## src/rtl/flexsoc_rst_seq.sv

```systemverilog
// flexsoc_rst_seq: staged PORESETn/HRESETn sequencer from button, PLL locks and SYSRESETREQ.
// Define RSTSEQ_DEBOUNCE_EN to debounce the synchronized button over DEB_CYCLES cycles.
module flexsoc_rst_seq #(
    parameter int NUM_LOCK    = 2,
    parameter int SYNC_STAGES = 2,
    parameter int POR_CYCLES  = 15,
    parameter int SYS_CYCLES  = 8,
    parameter int DEB_CYCLES  = 1024
) (
    input  logic                CLK,
    input  logic                RESET,
    input  logic                BTN,
    input  logic [NUM_LOCK-1:0] LOCKED,
    input  logic                SYSRESETREQ,
    output logic                PORESETn,
    output logic                HRESETn,
    output logic [3:0]          RST_CAUSE
);
    localparam int MAXC = (POR_CYCLES > SYS_CYCLES) ?
                          ((POR_CYCLES > DEB_CYCLES) ? POR_CYCLES : DEB_CYCLES) :
                          ((SYS_CYCLES > DEB_CYCLES) ? SYS_CYCLES : DEB_CYCLES);
    localparam int CW = $clog2(MAXC + 1);
    localparam logic [1:0] S_POR   = 2'd0;
    localparam logic [1:0] S_SYS   = 2'd1;
    localparam logic [1:0] S_RUN   = 2'd2;
    localparam logic [1:0] S_SWRST = 2'd3;
    logic [SYNC_STAGES-1:0]               btn_q;
    logic [SYNC_STAGES-1:0][NUM_LOCK-1:0] lock_q;
    logic [NUM_LOCK-1:0]                  lock_s;
    logic                                 btn_s;
    logic                                 hold;
    logic                                 sw_ok;
    logic [1:0]                           state;
    logic [CW-1:0]                        ctr;
    always_ff @(posedge CLK or posedge RESET) begin
        if (RESET) begin
            btn_q  <= '0;
            lock_q <= '0;
        end else begin
            btn_q  <= {btn_q[SYNC_STAGES-2:0], BTN};
            lock_q <= {lock_q[SYNC_STAGES-2:0], LOCKED};
        end
    end
`ifdef RSTSEQ_DEBOUNCE_EN
    logic          btn_deb;
    logic [CW-1:0] deb_ctr;
    always_ff @(posedge CLK or posedge RESET) begin
        if (RESET) begin
            btn_deb <= 1'b0;
            deb_ctr <= '0;
        end else if (btn_q[SYNC_STAGES-1] == btn_deb) begin
            deb_ctr <= '0;
        end else if (deb_ctr == CW'(DEB_CYCLES - 1)) begin
            btn_deb <= ~btn_deb;
            deb_ctr <= '0;
        end else begin
            deb_ctr <= deb_ctr + 1'b1;
        end
    end
    assign btn_s = btn_deb;
`else
    assign btn_s = btn_q[SYNC_STAGES-1];
`endif
    assign lock_s = lock_q[SYNC_STAGES-1];
    assign hold   = btn_s | ~&lock_s;
    // SYSRESETREQ only counts as a cause once the system domain has been running
    assign sw_ok  = (state == S_RUN) || (state == S_SWRST);
    always_ff @(posedge CLK or posedge RESET) begin
        if (RESET) begin
            state     <= S_POR;
            ctr       <= CW'(POR_CYCLES);
            PORESETn  <= 1'b0;
            HRESETn   <= 1'b0;
            RST_CAUSE <= 4'b0001;
        end else if (hold && state != S_POR) begin
            state     <= S_POR;
            ctr       <= CW'(POR_CYCLES);
            PORESETn  <= 1'b0;
            HRESETn   <= 1'b0;
            RST_CAUSE <= {sw_ok & SYSRESETREQ, ~&lock_s, btn_s, 1'b0};
        end else begin
            case (state)
                S_POR: begin
                    if (hold) begin
                        ctr <= CW'(POR_CYCLES);
                    end else if (ctr != '0) begin
                        ctr <= ctr - 1'b1;
                    end else begin
                        state    <= S_SYS;
                        ctr      <= CW'(SYS_CYCLES);
                        PORESETn <= 1'b1;
                    end
                end
                S_SYS: begin
                    if (ctr != '0) begin
                        ctr <= ctr - 1'b1;
                    end else begin
                        state   <= S_RUN;
                        HRESETn <= 1'b1;
                    end
                end
                S_RUN: begin
                    if (SYSRESETREQ) begin
                        state     <= S_SWRST;
                        ctr       <= CW'(SYS_CYCLES);
                        HRESETn   <= 1'b0;
                        RST_CAUSE <= 4'b1000;
                    end
                end
                default: begin
                    if (SYSRESETREQ) begin
                        ctr <= CW'(SYS_CYCLES);
                    end else if (ctr != '0) begin
                        ctr <= ctr - 1'b1;
                    end else begin
                        state   <= S_RUN;
                        HRESETn <= 1'b1;
                    end
                end
            endcase
        end
    end
endmodule
```

## config.mk

```make
export PLATFORM = sky130hd
export DESIGN_NAME = flexsoc_rst_seq
export DESIGN_NICKNAME = d
export VERILOG_FILES = /design/src/rtl/flexsoc_rst_seq.sv
export SDC_FILE = /design/constraint.sdc
export NUM_CORES = 1
export LEC_CHECK = 0
export BUFFER_PORTS_ARGS = -buffer_cell sky130_fd_sc_hd__buf_4
export CAP_MARGIN = 20
export CELL_PAD_IN_SITES_DETAIL_PLACEMENT = 2
export CELL_PAD_IN_SITES_GLOBAL_PLACEMENT = 2
export CORE_ASPECT_RATIO = 0.8
export CORE_UTILIZATION = 25
export CTS_CLUSTER_DIAMETER = 100
export DETAILED_ROUTE_END_ITERATION = 6
export GPL_ROUTABILITY_DRIVEN = 0
export PLACE_DENSITY_LB_ADDON = 0.25
export SLEW_MARGIN = 10
export SYNTH_ARGS = -nofsm -noshare
export SYNTH_HDL_FRONTEND = slang
export SYNTH_SLANG_ARGS = --single-unit
```

## constraint.sdc

```tcl
create_clock -name CLK -period 4.7 [get_ports CLK]
set_clock_uncertainty 0.05 [all_clocks]
set_input_delay 0.235 -clock CLK [delete_from_list [all_inputs] [get_ports CLK]]
set_output_delay 0.235 -clock CLK [all_outputs]
set_load 0.02 [all_outputs]
```

# Yosys cells after proc, flatten, opt, wreduce, memory -nomap -nowiden
# Cells that the tools add are included.
[word_totals]
romBits = 0
latchBits = 0
output_inout_bits = 6
mem_bits_rw = 0
memories = 0
regBits = 25
[op_classes]
bitwise_logic = 2
mul = 0
n_reduce_logical = 14
n_eq_ne = 11
div = 0
n_shift = 0
mux = 26
n_lt_le_gt_ge = 0
addsub = 1
[ops]
columns = ["cell", "n"]
rows = [
  ["11-bit two-way mux", 6],
  ["11-bit one-hot mux with 3 select lines", 1],
  ["2-bit two-way mux", 6],
  ["4-bit two-way mux", 3],
  ["11-bit nonzero test", 1],
  ["11-bit by 1-bit subtractor with 11-bit output, second input constant", 1],
  ["1-bit two-way mux", 8],
  ["2-bit nonzero test", 4],
  ["3-bit inequality test, second input constant", 2],
  ["2-bit one-hot mux with 3 select lines", 1],
  ["3-bit AND reduction", 2],
  ["5-bit by 1-bit inequality test with 1-bit output, second input constant", 1],
  ["2-bit == test, second input constant", 2],
  ["2-bit inequality test, second input constant", 2],
  ["4-bit by 1-bit inequality test with 1-bit output, second input constant", 1],
  ["2-bit AND reduction", 2],
  ["4-bit AND reduction", 1],
  ["3-bit by 2-bit inequality test with 1-bit output, second input constant", 1],
  ["1-bit one-hot mux with 3 select lines", 1],
  ["2-bit by 1-bit == test with 1-bit output, second input constant", 1],
  ["2-bit zero test", 1],
  ["2-bit by 1-bit inequality test with 1-bit output, second input constant", 1],
  ["1-bit bitwise AND", 1],
  ["1-bit logical AND", 1],
  ["other kinds (3)", 3],
]

# Depth between registers and ports, before layout
# Gate-level depths: netlist (run 1).
[depth]
ltp_word = 6
mapped_depth = 10

# Worst setup path before layout (run 1)
# No wires, ideal clock.
[synth_timing]
path_kind = "reg2reg"
start = "register ctr[0]"
end = "register ctr[0]"
arrival_time_ns = 2.044
period_less_slack_ns = 2.187
path_slack_ns = 2.513
stages_incl_launch_ff = 11
cell_sequence = "dfstp_2 inv_1 ha_1 or3b_1 clkbuf_1 nor3_4 inv_2 ha_1 nor2_1 a2111oi_0 a21oi_1"
[synth_between]
elab_chain_cells = 5
word_cells_on_any_way = 8
cone_classes = "add/sub (1); mux (6); reduce/logical (1)"
[synth_rtl]
columns = ["item", "line_no", "text"]
rows = [
  ["start: declaration", "34", "logic [CW-1:0] ctr;"],
  ["start signal: assignment", "71", "ctr <= CW'(POR_CYCLES);"],
  ["start signal: assignment", "77", "ctr <= CW'(POR_CYCLES);"],
  ["start signal: assignment", "85", "ctr <= CW'(POR_CYCLES);"],
  ["11-bit by 1-bit subtractor with 11-bit output / 11-bit nonzero test (equally long branches)", "--", ""],
  ["11-bit two-way mux (on tied branches)", "95, 113, 86", ""],
  ["11-bit two-way mux (on tied branches)", "111, 84", ""],
  ["11-bit one-hot mux with 3 select lines (*)", "82", "case (state)"],
  ["11-bit two-way mux (*)", "75", "end else if (hold && state != S_POR) begin"],
]
# Every way passes the cells marked *; elsewhere a longest branch is shown, timed or not.
# A chain may end at the register's enable or synchronous reset.

# Worst setup path in the final report (run 1)
# Ends and elaborated chain as after synthesis.

==> metrics, run 1 <==
status complete, no violations; global-route wire length before repair 6570 um; First DRT Iteration DRCs 72; share of async-settable or async-resettable flops after synthesis 100%; syn_nets 140; clock insertion delay at the later pin of the skew report 0.27 ns; total number of vias 1134; hold crit path type in -> reg; Remaining DRCs 0; cell area after technology mapping 0.00134 sq mm; XOR/XNOR share of the synthesized area 0%; power per unit of standard cell area 239 mW/mm^2; H-tree depth 1; hold-fix buffers at CTS 0; post-route worst setup slack 2.18 ns; total number of nets in the final design 154; antenna diode instance count 0; CP Capture Type flip-flop; Clock Tree Buf Depth 2; starting utilization of the core area 26.4%; Synth Register Bits 25; final period demand of the worst path 2.52 ns; CTS Root Buffer Type sky130_fd_sc_hd__clkbuf_8; initial antenna violation count 0; area occupied by multi-input gates 651 sq um; worst-margin pin slew 0.758 ns; antenna viol nets, final 0; data arrival time at the worst-slack endpoint 2.65 ns; Hold Fails Final Rpt 0; Yosys top cell area share 37.3%; adder and majority gate portion of the synthesized area 1.86%; Post-Synthesis Mean Instance Area 10.2 sq um; register cell area after layout 632 sq um; clock transition at the register clock pins on the worst setup and hold paths after CTS 0.09 ns; simple logic cell fraction of the synthesized area 20.0%; Fmax achieved 397 MHz; number of clock buffers inserted by TritonCTS 3; compound-gate portion of the synthesized area 26.6%; number of setup buffers added after CTS 0; largest net degree at the start of global routing 26; DRT Pass-1 Iters 4; commonest cells in the synthesized netlist sky130_fd_sc_hd__dfrtp_1, sky130_fd_sc_hd__nor2_1, sky130_fd_sc_hd__o21ai_0, sky130_fd_sc_hd__a21oi_1, sky130_fd_sc_hd__inv_1; maximum fanout along the worst path 7; data required time of the worst path 4.83 ns; Row Count 23; Post-synth top flop sky130_fd_sc_hd__dfrtp_1; top-count cell post-synth sky130_fd_sc_hd__dfrtp_1; main combinational cell family by area after synthesis compound AO/OA/AOI/OAI gates; Resized Gates After CTS 0; number of instances in the synthesized netlist 132; grt ovf 0; Placement Setup Slack 2.21 ns; peak supply drop 0.000117 V; average detailed-routed wire length per instance 19.0 um; Port Buffers 11; via count of the first global-routing pass 1195; Total Die Area 0.00567 sq mm; Vias/cell 5.48; largest cells by area after synthesis sky130_fd_sc_hd__dfrtp_1, sky130_fd_sc_hd__dfstp_2, sky130_fd_sc_hd__o21ai_0; count of flip-flops with a built-in enable after synthesis 0; gr usage total 15.3%; sequential-to-total area share from yosys stat 47.1%; relative slew slack 49.1%; area delta synth->final 17.4%; unrepaired setup endpoints after global routing no; final max-slew violation count 0; multiplexer share of the synthesized area 0%; leakage power total 0.634 nW; Post-Route Setup TNS 0 ns; I/O pin count 12; share of layout cells above drive strength 1 21.4%; Num Clock Sinks 25; max capacitance violation total 0; Core Region 0.00509 sq mm; final-layout fill cell count 570; crit share post-route 53.6%; floorplan die height 67.5 um; library cell with the largest summed area after synthesis sky130_fd_sc_hd__dfrtp_1; critical path startpoint category flip-flop; category of the critical setup timing path reg -> reg; CTS tree done; Detailed Route WL 3940 um; Fin Hold WS 0.0126 ns; number of distinct standard cells referenced by the synthesized netlist 49; HPWL after detailed placement 2850 um; setup-violating endpoint count in the final report 0; number of warning messages in the yosys log 0; die span in x 83.9 um
## final timing paths
path,endpoint,slack [ns],depth (start not counted),from
min,lock_q[0],0.01,1,LOCKED[0]
max in group asynchronous,RST_CAUSE[0],3.58,4,RESET
max reg2reg,ctr[0],2.18,9,ctr[0]
min reg2reg,btn_q[1],0.31,0,btn_q[0]
max,ctr[0],2.18,9,ctr[0]
min in group asynchronous,ctr[7],0.49,3,RESET
## routing by layer
layer | GRT usage, % | vias up | part of all wire (%)
met4 | 4.31 | 0 | 0.69
met2 | 23.7 | 10 | 45
li1 | - | 530 | -
met5 | 0 | - | 0
met3 | 3.06 | 2 | 2.2
met1 | 21.8 | 592 | 52
## state kept, by name, summed over array words and instances, names as in the netlist
name       flops
btn_q          2
state          2
lock_s         2
RST_CAUSE      4
HRESETn        1
lock_q         2
ctr           11
PORESETn       1
## per-stage QoR
stage,cells,area (sq um),util [%],total power [mW]
after floorplan,132,1340,-,0.235
after global placement,199,1470,28.9,0.242
after detailed placement,199,1470,28.9,0.243
after CTS,203,1520,29.8,0.378
final,207,1580,31.0,0.376
after global routing,207,1580,31.0,0.392
## logic make-up after synthesis
logic type,after synthesis
DFF,25
buffers and inverters,14
AOI/OAI and AO/OA,48
adders and majority gates,2
and+or+nand+nor,43
## cell usage in the layout (no fill, tap or decap), types with 2 or more instances in the layout
master and count:
sky130_fd_sc_hd__clkbuf_8 3, sky130_fd_sc_hd__nand3_1 2, sky130_fd_sc_hd__a21boi_0 2, sky130_fd_sc_hd__o21a_1 3
sky130_fd_sc_hd__nor2_1 9, sky130_fd_sc_hd__a21oi_1 7, sky130_fd_sc_hd__a22o_1 2, sky130_fd_sc_hd__nand4b_1 2
sky130_fd_sc_hd__nor4_1 2, sky130_fd_sc_hd__inv_1 7, sky130_fd_sc_hd__a41oi_1 3, sky130_fd_sc_hd__dlygate4sd3_1 3
sky130_fd_sc_hd__a31oi_1 3, sky130_fd_sc_hd__o31ai_1 3, sky130_fd_sc_hd__o21ai_0 8, sky130_fd_sc_hd__a21o_1 2
sky130_fd_sc_hd__dfstp_2 5, sky130_fd_sc_hd__or3_1 4, sky130_fd_sc_hd__or4_4 2, sky130_fd_sc_hd__a22oi_1 2
sky130_fd_sc_hd__nand2_1 6, sky130_fd_sc_hd__dfrtp_1 20, sky130_fd_sc_hd__buf_4 11, sky130_fd_sc_hd__ha_1 2
sky130_fd_sc_hd__nor3_1 5
## where the power goes
| part | internal, mW | total (mW) | switching (mW) |
|---|---|---|---|
| logic | 0.00972 | 0.0224 | 0.0126 |
| clock network | 0.0595 | 0.133 | 0.0734 |
| registers | 0.219 | 0.221 | 0.00230 |
| total | 0.288 | 0.376 | 0.0884 |
## area by class of cell
type | instances | share of cell area [%]
clock buffer | 3 | 2.62
multi-input combinational | 93 | 41.3
sequential | 25 | 40.1
inverter | 8 | 1.90
timing repair buffer | 15 | 8.89
tap | 62 | 4.92
clock inverter | 1 | 0.317
## critical path, stage by stage, from the launching register on
cell and delay, ns:
sky130_fd_sc_hd__dfstp_2 0.39, sky130_fd_sc_hd__inv_1 0.11, sky130_fd_sc_hd__ha_1 0.22, sky130_fd_sc_hd__or3b_1 0.50, sky130_fd_sc_hd__nor3_4 0.25, sky130_fd_sc_hd__inv_2 0.14, sky130_fd_sc_hd__ha_1 0.30, sky130_fd_sc_hd__nor2_1 0.04
sky130_fd_sc_hd__a2111oi_0 0.33, sky130_fd_sc_hd__a21oi_1 0.09
No activity file was read; power rests on OpenSTA's default activity.
==> inputs of run 2 (changes only) <==
Settings changed: ABC_AREA set to 1.
Clock period 4.7 ns to 2.35 ns, I/O delays scaled along.
==> metrics, run 2 <==
gr usage total 15.9% (was 15.3%); critical path startpoint category flip-flop (unchanged); leakage power total 0.841 nW (was 0.634 nW); compound-gate portion of the synthesized area 7.57% (was 26.6%); area after detailed placement 0.00162 sq mm (was 0.00147 sq mm); share of layout cells above drive strength 1 24.4% (was 21.4%); Detailed Route WL 4190 um (was 3940 um); Clock Tree Buf Depth 2 (unchanged); number of distinct standard cells referenced by the synthesized netlist 27 (was 49); Core Region 0.00550 sq mm (was 0.00509 sq mm); relative slew slack 72.7% (was 49.1%); final max-slew violation count 0 (unchanged); final-layout fill cell count 660 (was 570); cells on worst reg2reg path 9 (unchanged); Total Die Area 0.00606 sq mm (was 0.00567 sq mm); unrepaired setup endpoints after global routing no (unchanged); antenna diode instance count 0 (unchanged); final period demand of the worst path 1.96 ns (was 2.52 ns); FF-to-FF Start ctr[0] (unchanged); worst flop-to-flop path endpoint ctr[0] (unchanged); die span in x 86.8 um (was 83.9 um); largest net degree at the start of global routing 24 (was 26); leading cell type in the layout, fill and taps excluded sky130_fd_sc_hd__nand2_1 (was sky130_fd_sc_hd__dfrtp_1); I/O pin count 12 (unchanged); maximum fanout along the worst path 6 (was 7); worst-margin pin slew 0.409 ns (was 0.758 ns); number of clock buffers inserted by TritonCTS 3 (unchanged); syn_nets 189 (was 140); sequential-to-total area share from yosys stat 43.9% (was 47.1%); most used cells in the layout excluding fill and tap cells sky130_fd_sc_hd__nand2_1, sky130_fd_sc_hd__inv_1, sky130_fd_sc_hd__dfrtp_1 (was sky130_fd_sc_hd__dfrtp_1, sky130_fd_sc_hd__buf_4, sky130_fd_sc_hd__nor2_1); total number of vias 1277 (was 1134); Top reg by flops ctr (unchanged); via count of the first global-routing pass 1434 (was 1195); category of the critical setup timing path reg -> reg (unchanged); main combinational cell family by area after synthesis simple AND/OR/NAND/NOR gates (was compound AO/OA/AOI/OAI gates); Resized Gates After CTS 0 (unchanged); setup-violating endpoint count in the final report 0 (unchanged); Port Buffers 11 (unchanged); global-route wire length before repair 7310 um (was 6570 um); crit share post-route 83.2% (was 53.6%); cell area after technology mapping 0.00144 sq mm (was 0.00134 sq mm); register cell area after layout 632 sq um (unchanged); total design power 768 uW (was 376 uW); Vias/cell 4.58 (was 5.48); clock transition at the register clock pins on the worst setup and hold paths after CTS 0.09 ns (about the same); Remaining DRCs 0 (unchanged); commonest cells in the synthesized netlist sky130_fd_sc_hd__nand2_1, sky130_fd_sc_hd__inv_1, sky130_fd_sc_hd__dfrtp_1, sky130_fd_sc_hd__nor2_1, sky130_fd_sc_hd__nand3_1 (was sky130_fd_sc_hd__dfrtp_1, sky130_fd_sc_hd__nor2_1, sky130_fd_sc_hd__o21ai_0, sky130_fd_sc_hd__a21oi_1, sky130_fd_sc_hd__inv_1); antenna viol nets, final 0 (unchanged); Hold Fails Final Rpt 0 (unchanged); fraction of met1 tracks used by global routing 21.7% (was 21.8%); area occupied by multi-input gates 691 sq um (was 651 sq um); Post-Route Setup TNS 0 ns (unchanged); data required time of the worst path 2.49 ns (was 4.83 ns); simple logic cell fraction of the synthesized area 37.5% (was 20.0%); floorplan die height 69.9 um (was 67.5 um); library cell with the largest summed area after synthesis sky130_fd_sc_hd__dfrtp_1 (unchanged); critical path capture point ctr[0] (unchanged); CTS Root Buffer Type sky130_fd_sc_hd__clkbuf_8 (unchanged); H-tree depth 1 (unchanged); average detailed-routed wire length per instance 15.0 um (was 19.0 um); CTS tree done (unchanged); worst-case register-to-register setup slack 0.39 ns (was 2.18 ns); share of async-settable or async-resettable flops after synthesis 100% (unchanged); clock insertion delay at the later pin of the skew report 0.27 ns (about the same); registers with the most flip-flops ctr: 11 flops, RST_CAUSE: 4 flops (unchanged); grt ovf 0 (unchanged); number of warning messages in the yosys log 0 (unchanged); Row Count 24 (was 23); GR Util met2 26.4% (was 23.7%); largest cells by area after synthesis sky130_fd_sc_hd__dfrtp_1, sky130_fd_sc_hd__nand2_1, sky130_fd_sc_hd__dfstp_2 (was sky130_fd_sc_hd__dfrtp_1, sky130_fd_sc_hd__dfstp_2, sky130_fd_sc_hd__o21ai_0); status complete, no violations (unchanged); count of flip-flops with a built-in enable after synthesis 0 (unchanged); Num Clock Sinks 25 (unchanged); number of instances in the synthesized netlist 181 (was 132); top-count cell post-synth sky130_fd_sc_hd__nand2_1 (was sky130_fd_sc_hd__dfrtp_1); hold crit path type in -> reg (unchanged); Post-Synthesis Mean Instance Area 7.95 sq um (was 10.2 sq um); XOR/XNOR share of the synthesized area 1.22% (was 0%); max capacitance violation total 0 (unchanged); HPWL after detailed placement 3270 um (was 2850 um); CP Capture Type flip-flop (unchanged); DRT Pass-1 Iters 4 (unchanged); initial antenna violation count 0 (unchanged); final non-filler cell area 0.00173 sq mm (was 0.00158 sq mm); data arrival time at the worst-slack endpoint 2.10 ns (was 2.65 ns); GR met3 Demand/Resource 3.19% (was 3.06%); number of flip-flops under the largest register name 11 (unchanged); power per unit of standard cell area 444 mW/mm^2 (was 239 mW/mm^2); layer with the highest usage after global routing met2 (unchanged); adder and majority gate portion of the synthesized area 1.74% (was 1.86%); starting utilization of the core area 26.2% (was 26.4%); Yosys top cell area share 34.8% (was 37.3%); total number of nets in the final design 210 (was 154); Synth Register Bits 25 (unchanged); peak supply drop 0.000162 V (was 0.000117 V); Fmax achieved 511 MHz (was 397 MHz); Post-synth top flop sky130_fd_sc_hd__dfrtp_1 (unchanged); multiplexer share of the synthesized area 0% (unchanged); First DRT Iteration DRCs 38 (was 72); area delta synth->final 20.2% (was 17.4%); CP startpoint ctr[0] (unchanged)
## run 2: final cells by class
type | count | share of cell area, %
Clock buffer | 3 | 2.39
Clock inverter | 1 | 0.289
Inverter | 28 | 6.08
Multi-Input combinational cell | 127 | 39.9
Sequential cell | 25 | 36.5
Tap cell | 78 | 5.64
Timing Repair Buffer | 17 | 9.12
## run 2: worst min-delay path by stage
stage,startpoint,endpoint,slack (ns),cells after the start
final,SYSRESETREQ,RST_CAUSE[0],0.16,4
after detailed placement,LOCKED[0],lock_q[0],0.18,1
after global placement,BTN,btn_q[0],0.18,1
after CTS,RESET,lock_q[0],0.04,2
after floorplan,RESET,HRESETn,0.09,1
after global routing,SYSRESETREQ,RST_CAUSE[0],0.17,4
## run 2: worst max-delay path, cell delays in order, from the launching register on
cell and delay (ns):
sky130_fd_sc_hd__dfstp_2 0.37, sky130_fd_sc_hd__inv_1 0.14, sky130_fd_sc_hd__ha_1 0.28, sky130_fd_sc_hd__nand3_1 0.13, sky130_fd_sc_hd__nor2_1 0.18, sky130_fd_sc_hd__nand3_1 0.11
sky130_fd_sc_hd__ha_1 0.29, sky130_fd_sc_hd__nor2_1 0.04, sky130_fd_sc_hd__a211oi_1 0.15, sky130_fd_sc_hd__o21ai_0 0.13
## run 2: layer usage
layer	share of wire, %	vias to the layer above
met3	2.1	2
met4	0.45	0
met5	0	-
met2	47	11
met1	50	652
li1	-	612
## run 2: what timing repair did
| action | 4_1_cts | 5_1_grt |
|---|---|---|
| hold buffers | 3 | 1 |
| endpoints found under the hold margin | 3 | 6 |
| buffers inserted | 0 | 0 |
## run 2: where the power goes
part | internal [mW] | switching (mW)
combinational | 0.0262 | 0.0327
sequential | 0.440 | 0.00527
clock | 0.119 | 0.145
total | 0.585 | 0.183
## run 2: cell families after synthesis
| family | count (synthesis) |
|---|---|
| AOI/OAI and AO/OA | 19 |
| xor gates and xnor gates | 2 |
| adders and majority gates | 2 |
| buffers and inverters | 29 |
| DFF | 25 |
| and+or+nand+nor | 104 |
## run 2: stage by stage
stage	hold WS [ns]	utilization (%)	std cells	setup WS [ns]
6_report	0.160	31.5	279	0.395
3_3_place_gp	0.178	29.4	270	0.499
4_1_cts	0.0405	30.8	277	0.381
2_1_floorplan	0.0911	-	181	0.641
3_5_place_dp	0.179	29.4	270	0.380
5_1_grt	0.167	31.5	279	0.123
==> inputs of run 3 (changes only) <==
Clock period 2.35 ns to 1.94 ns, I/O delays scaled along.
==> metrics, run 3 (same netlist as run 2, synthesis figures left out) <==
die span in x 86.8 um (unchanged); Fin Hold WS 0.122 ns (was 0.160 ns); DRT Pass-1 Iters 3 (was 4); Hold Fails Final Rpt 0 (unchanged); Top reg by flops ctr (unchanged); max capacitance violation total 0 (unchanged); number of setup buffers added after CTS 0 (unchanged); Clock Tree Buf Depth 2 (unchanged); clock insertion delay at the later pin of the skew report 0.28 ns (was 0.27 ns); starting utilization of the core area 26.2% (unchanged); CP Capture Type flip-flop (unchanged); Vias/cell 4.45 (was 4.58); number of clock buffers inserted by TritonCTS 3 (unchanged); GR Util met2 25.0% (was 26.4%); setup-violating endpoint count in the final report 0 (unchanged); final period demand of the worst path 1.84 ns (was 1.96 ns); Core Region 0.00550 sq mm (unchanged); HPWL after detailed placement 3240 um (was 3270 um); antenna viol nets, final 0 (unchanged); final max-slew violation count 0 (unchanged); Row Count 24 (unchanged); total number of nets in the final design 211 (was 210); clock transition at the register clock pins on the worst setup and hold paths after CTS 0.09 ns (about the same); leakage power total 0.828 nW (was 0.841 nW); layer with the highest usage after global routing met2 (unchanged); Placement Setup Slack -0.123 ns (was 0.380 ns); Remaining DRCs 0 (unchanged); leading cell type in the layout, fill and taps excluded sky130_fd_sc_hd__nand2_1 (unchanged); CTS Root Buffer Type sky130_fd_sc_hd__clkbuf_8 (unchanged); post-route worst setup slack 0.0967 ns (was 0.395 ns); largest net degree at the start of global routing 26 (was 24); initial antenna violation count 0 (unchanged); worst stage delay on the critical path 0.38 ns (was 0.37 ns); First DRT Iteration DRCs 24 (was 38); area delta synth->final 20.2% (unchanged); total number of vias 1247 (was 1277); data arrival time at the worst-slack endpoint 2.00 ns (was 2.10 ns); Num Clock Sinks 25 (unchanged); Detailed Route WL 4090 um (was 4190 um); Total Die Area 0.00606 sq mm (unchanged); Buf+Inv Stages, Crit Path 1 (unchanged); fraction of met1 tracks used by global routing 21.0% (was 21.7%); registers with the most flip-flops ctr: 11 flops, RST_CAUSE: 4 flops (unchanged); data required time of the worst path 2.09 ns (was 2.49 ns); CTS tree done (unchanged); most used cells in the layout excluding fill and tap cells sky130_fd_sc_hd__nand2_1, sky130_fd_sc_hd__dfrtp_1, sky130_fd_sc_hd__inv_1 (was sky130_fd_sc_hd__nand2_1, sky130_fd_sc_hd__inv_1, sky130_fd_sc_hd__dfrtp_1); Fmax achieved 543 MHz (was 511 MHz); unrepaired setup endpoints after global routing no (unchanged); crit share post-route 95.0% (was 83.2%); peak supply drop 0.000191 V (was 0.000162 V); Port Buffers 11 (unchanged); critical path startpoint category flip-flop (unchanged); global-route wire length before repair 7030 um (was 7310 um); final design utilization 31.5% (unchanged); most frequent cell on the critical path sky130_fd_sc_hd__nand3_1; antenna diode instance count 0 (unchanged); power per unit of standard cell area 542 mW/mm^2 (was 444 mW/mm^2); floorplan die height 69.9 um (unchanged); via count of the first global-routing pass 1393 (was 1434); I/O pin count 12 (unchanged); relative slew slack 77.6% (was 72.7%); ordered list of cells on the worst path inv_2 > ha_2 > nand3_1 > nor2_2 > nand3_1 > ha_1 > nor2_1 > a211oi_2 > o21ai_1 (was inv_1 > ha_1 > nand3_1 > nor2_1 > nand3_1 > ha_1 > nor2_1 > a211oi_1 > o21ai_0); kind of cell with the highest combined delay on the critical path adder cells (unchanged); hold crit path type in -> reg (unchanged); status complete, no violations (unchanged); maximum fanout along the worst path 6 (unchanged); grt ovf 0 (unchanged); H-tree depth 1 (unchanged); share of layout cells above drive strength 1 26.7% (was 24.4%); category of the critical setup timing path reg -> reg (unchanged); worst-margin pin slew 0.336 ns (was 0.409 ns); cell with the biggest individual delay on the critical path sky130_fd_sc_hd__dfstp_2 (unchanged); number of flip-flops under the largest register name 11 (unchanged); gr usage total 15.5% (was 15.9%); GR met3 Demand/Resource 2.84% (was 3.19%); average detailed-routed wire length per instance 14.6 um (was 15.0 um)
[run 3: worst paths after layout]
path                       slack, ns      endpoint        start  cells past startpoint
min                             0.12  RST_CAUSE[0]  SYSRESETREQ                      4
min in group asynchronous       0.37        ctr[8]        RESET                      4
max reg2reg                      0.1        ctr[0]       ctr[0]                      9
max                              0.1        ctr[0]       ctr[0]                      9
max in group asynchronous       1.17        ctr[1]        RESET                      4
min reg2reg                     0.31     lock_s[1]    lock_q[1]                      0
[run 3: metrics by stage]
step | power (mW) | instance area [sq um] | instances | setup TNS [ns]
3_5_place_dp | 0.610 | 1630 | 272 | -0.123
6_report | 0.936 | 1730 | 280 | 0
2_1_floorplan | 0.581 | 1440 | 181 | 0
4_1_cts | 0.965 | 1730 | 280 | 0
5_1_grt | 0.990 | 1730 | 280 | 0
3_3_place_gp | 0.606 | 1630 | 272 | 0
[run 3: area by class of cell]
class                           instances  area [sq um]
Fill cell                             654          3770
Clock inverter                          1          7.51
Tap cell                               78          97.6
Multi-Input combinational cell        127           701
Timing Repair Buffer                   18           145
Clock buffer                            3          41.3
Sequential cell                        25           632
Inverter                               28           105
[run 3: worst min-delay path: cells and delay by family]
family                 cells  cell delay [ns]
AND/OR/NAND/NOR            3             0.25
buffers and inverters      1             0.12
[run 3: timing repair]
action / CTS / global route
endpoints found under the hold margin: 23 / 0
setup endpoints to repair: 1 / 1
pin swaps: 0 / 1
gates resized for setup: 4 / 1
hold buffers: 4 / 0
gates cloned: 0 / 0
[run 3: power breakdown]
group | leakage, nW | internal [mW] | total [mW] | switching (mW)
combinational | 0.498 | 0.0269 | 0.0653 | 0.0385
clock | 0.0217 | 0.146 | 0.331 | 0.185
sequential | 0.308 | 0.533 | 0.540 | 0.00647
[run 3: layer usage]
metal / up-vias / routed length (um)
li1: 615 / -
met1: 620 / 2020
met2: 8 / 1960
met3: 4 / 66
met4: 0 / 49
met5: - / 0
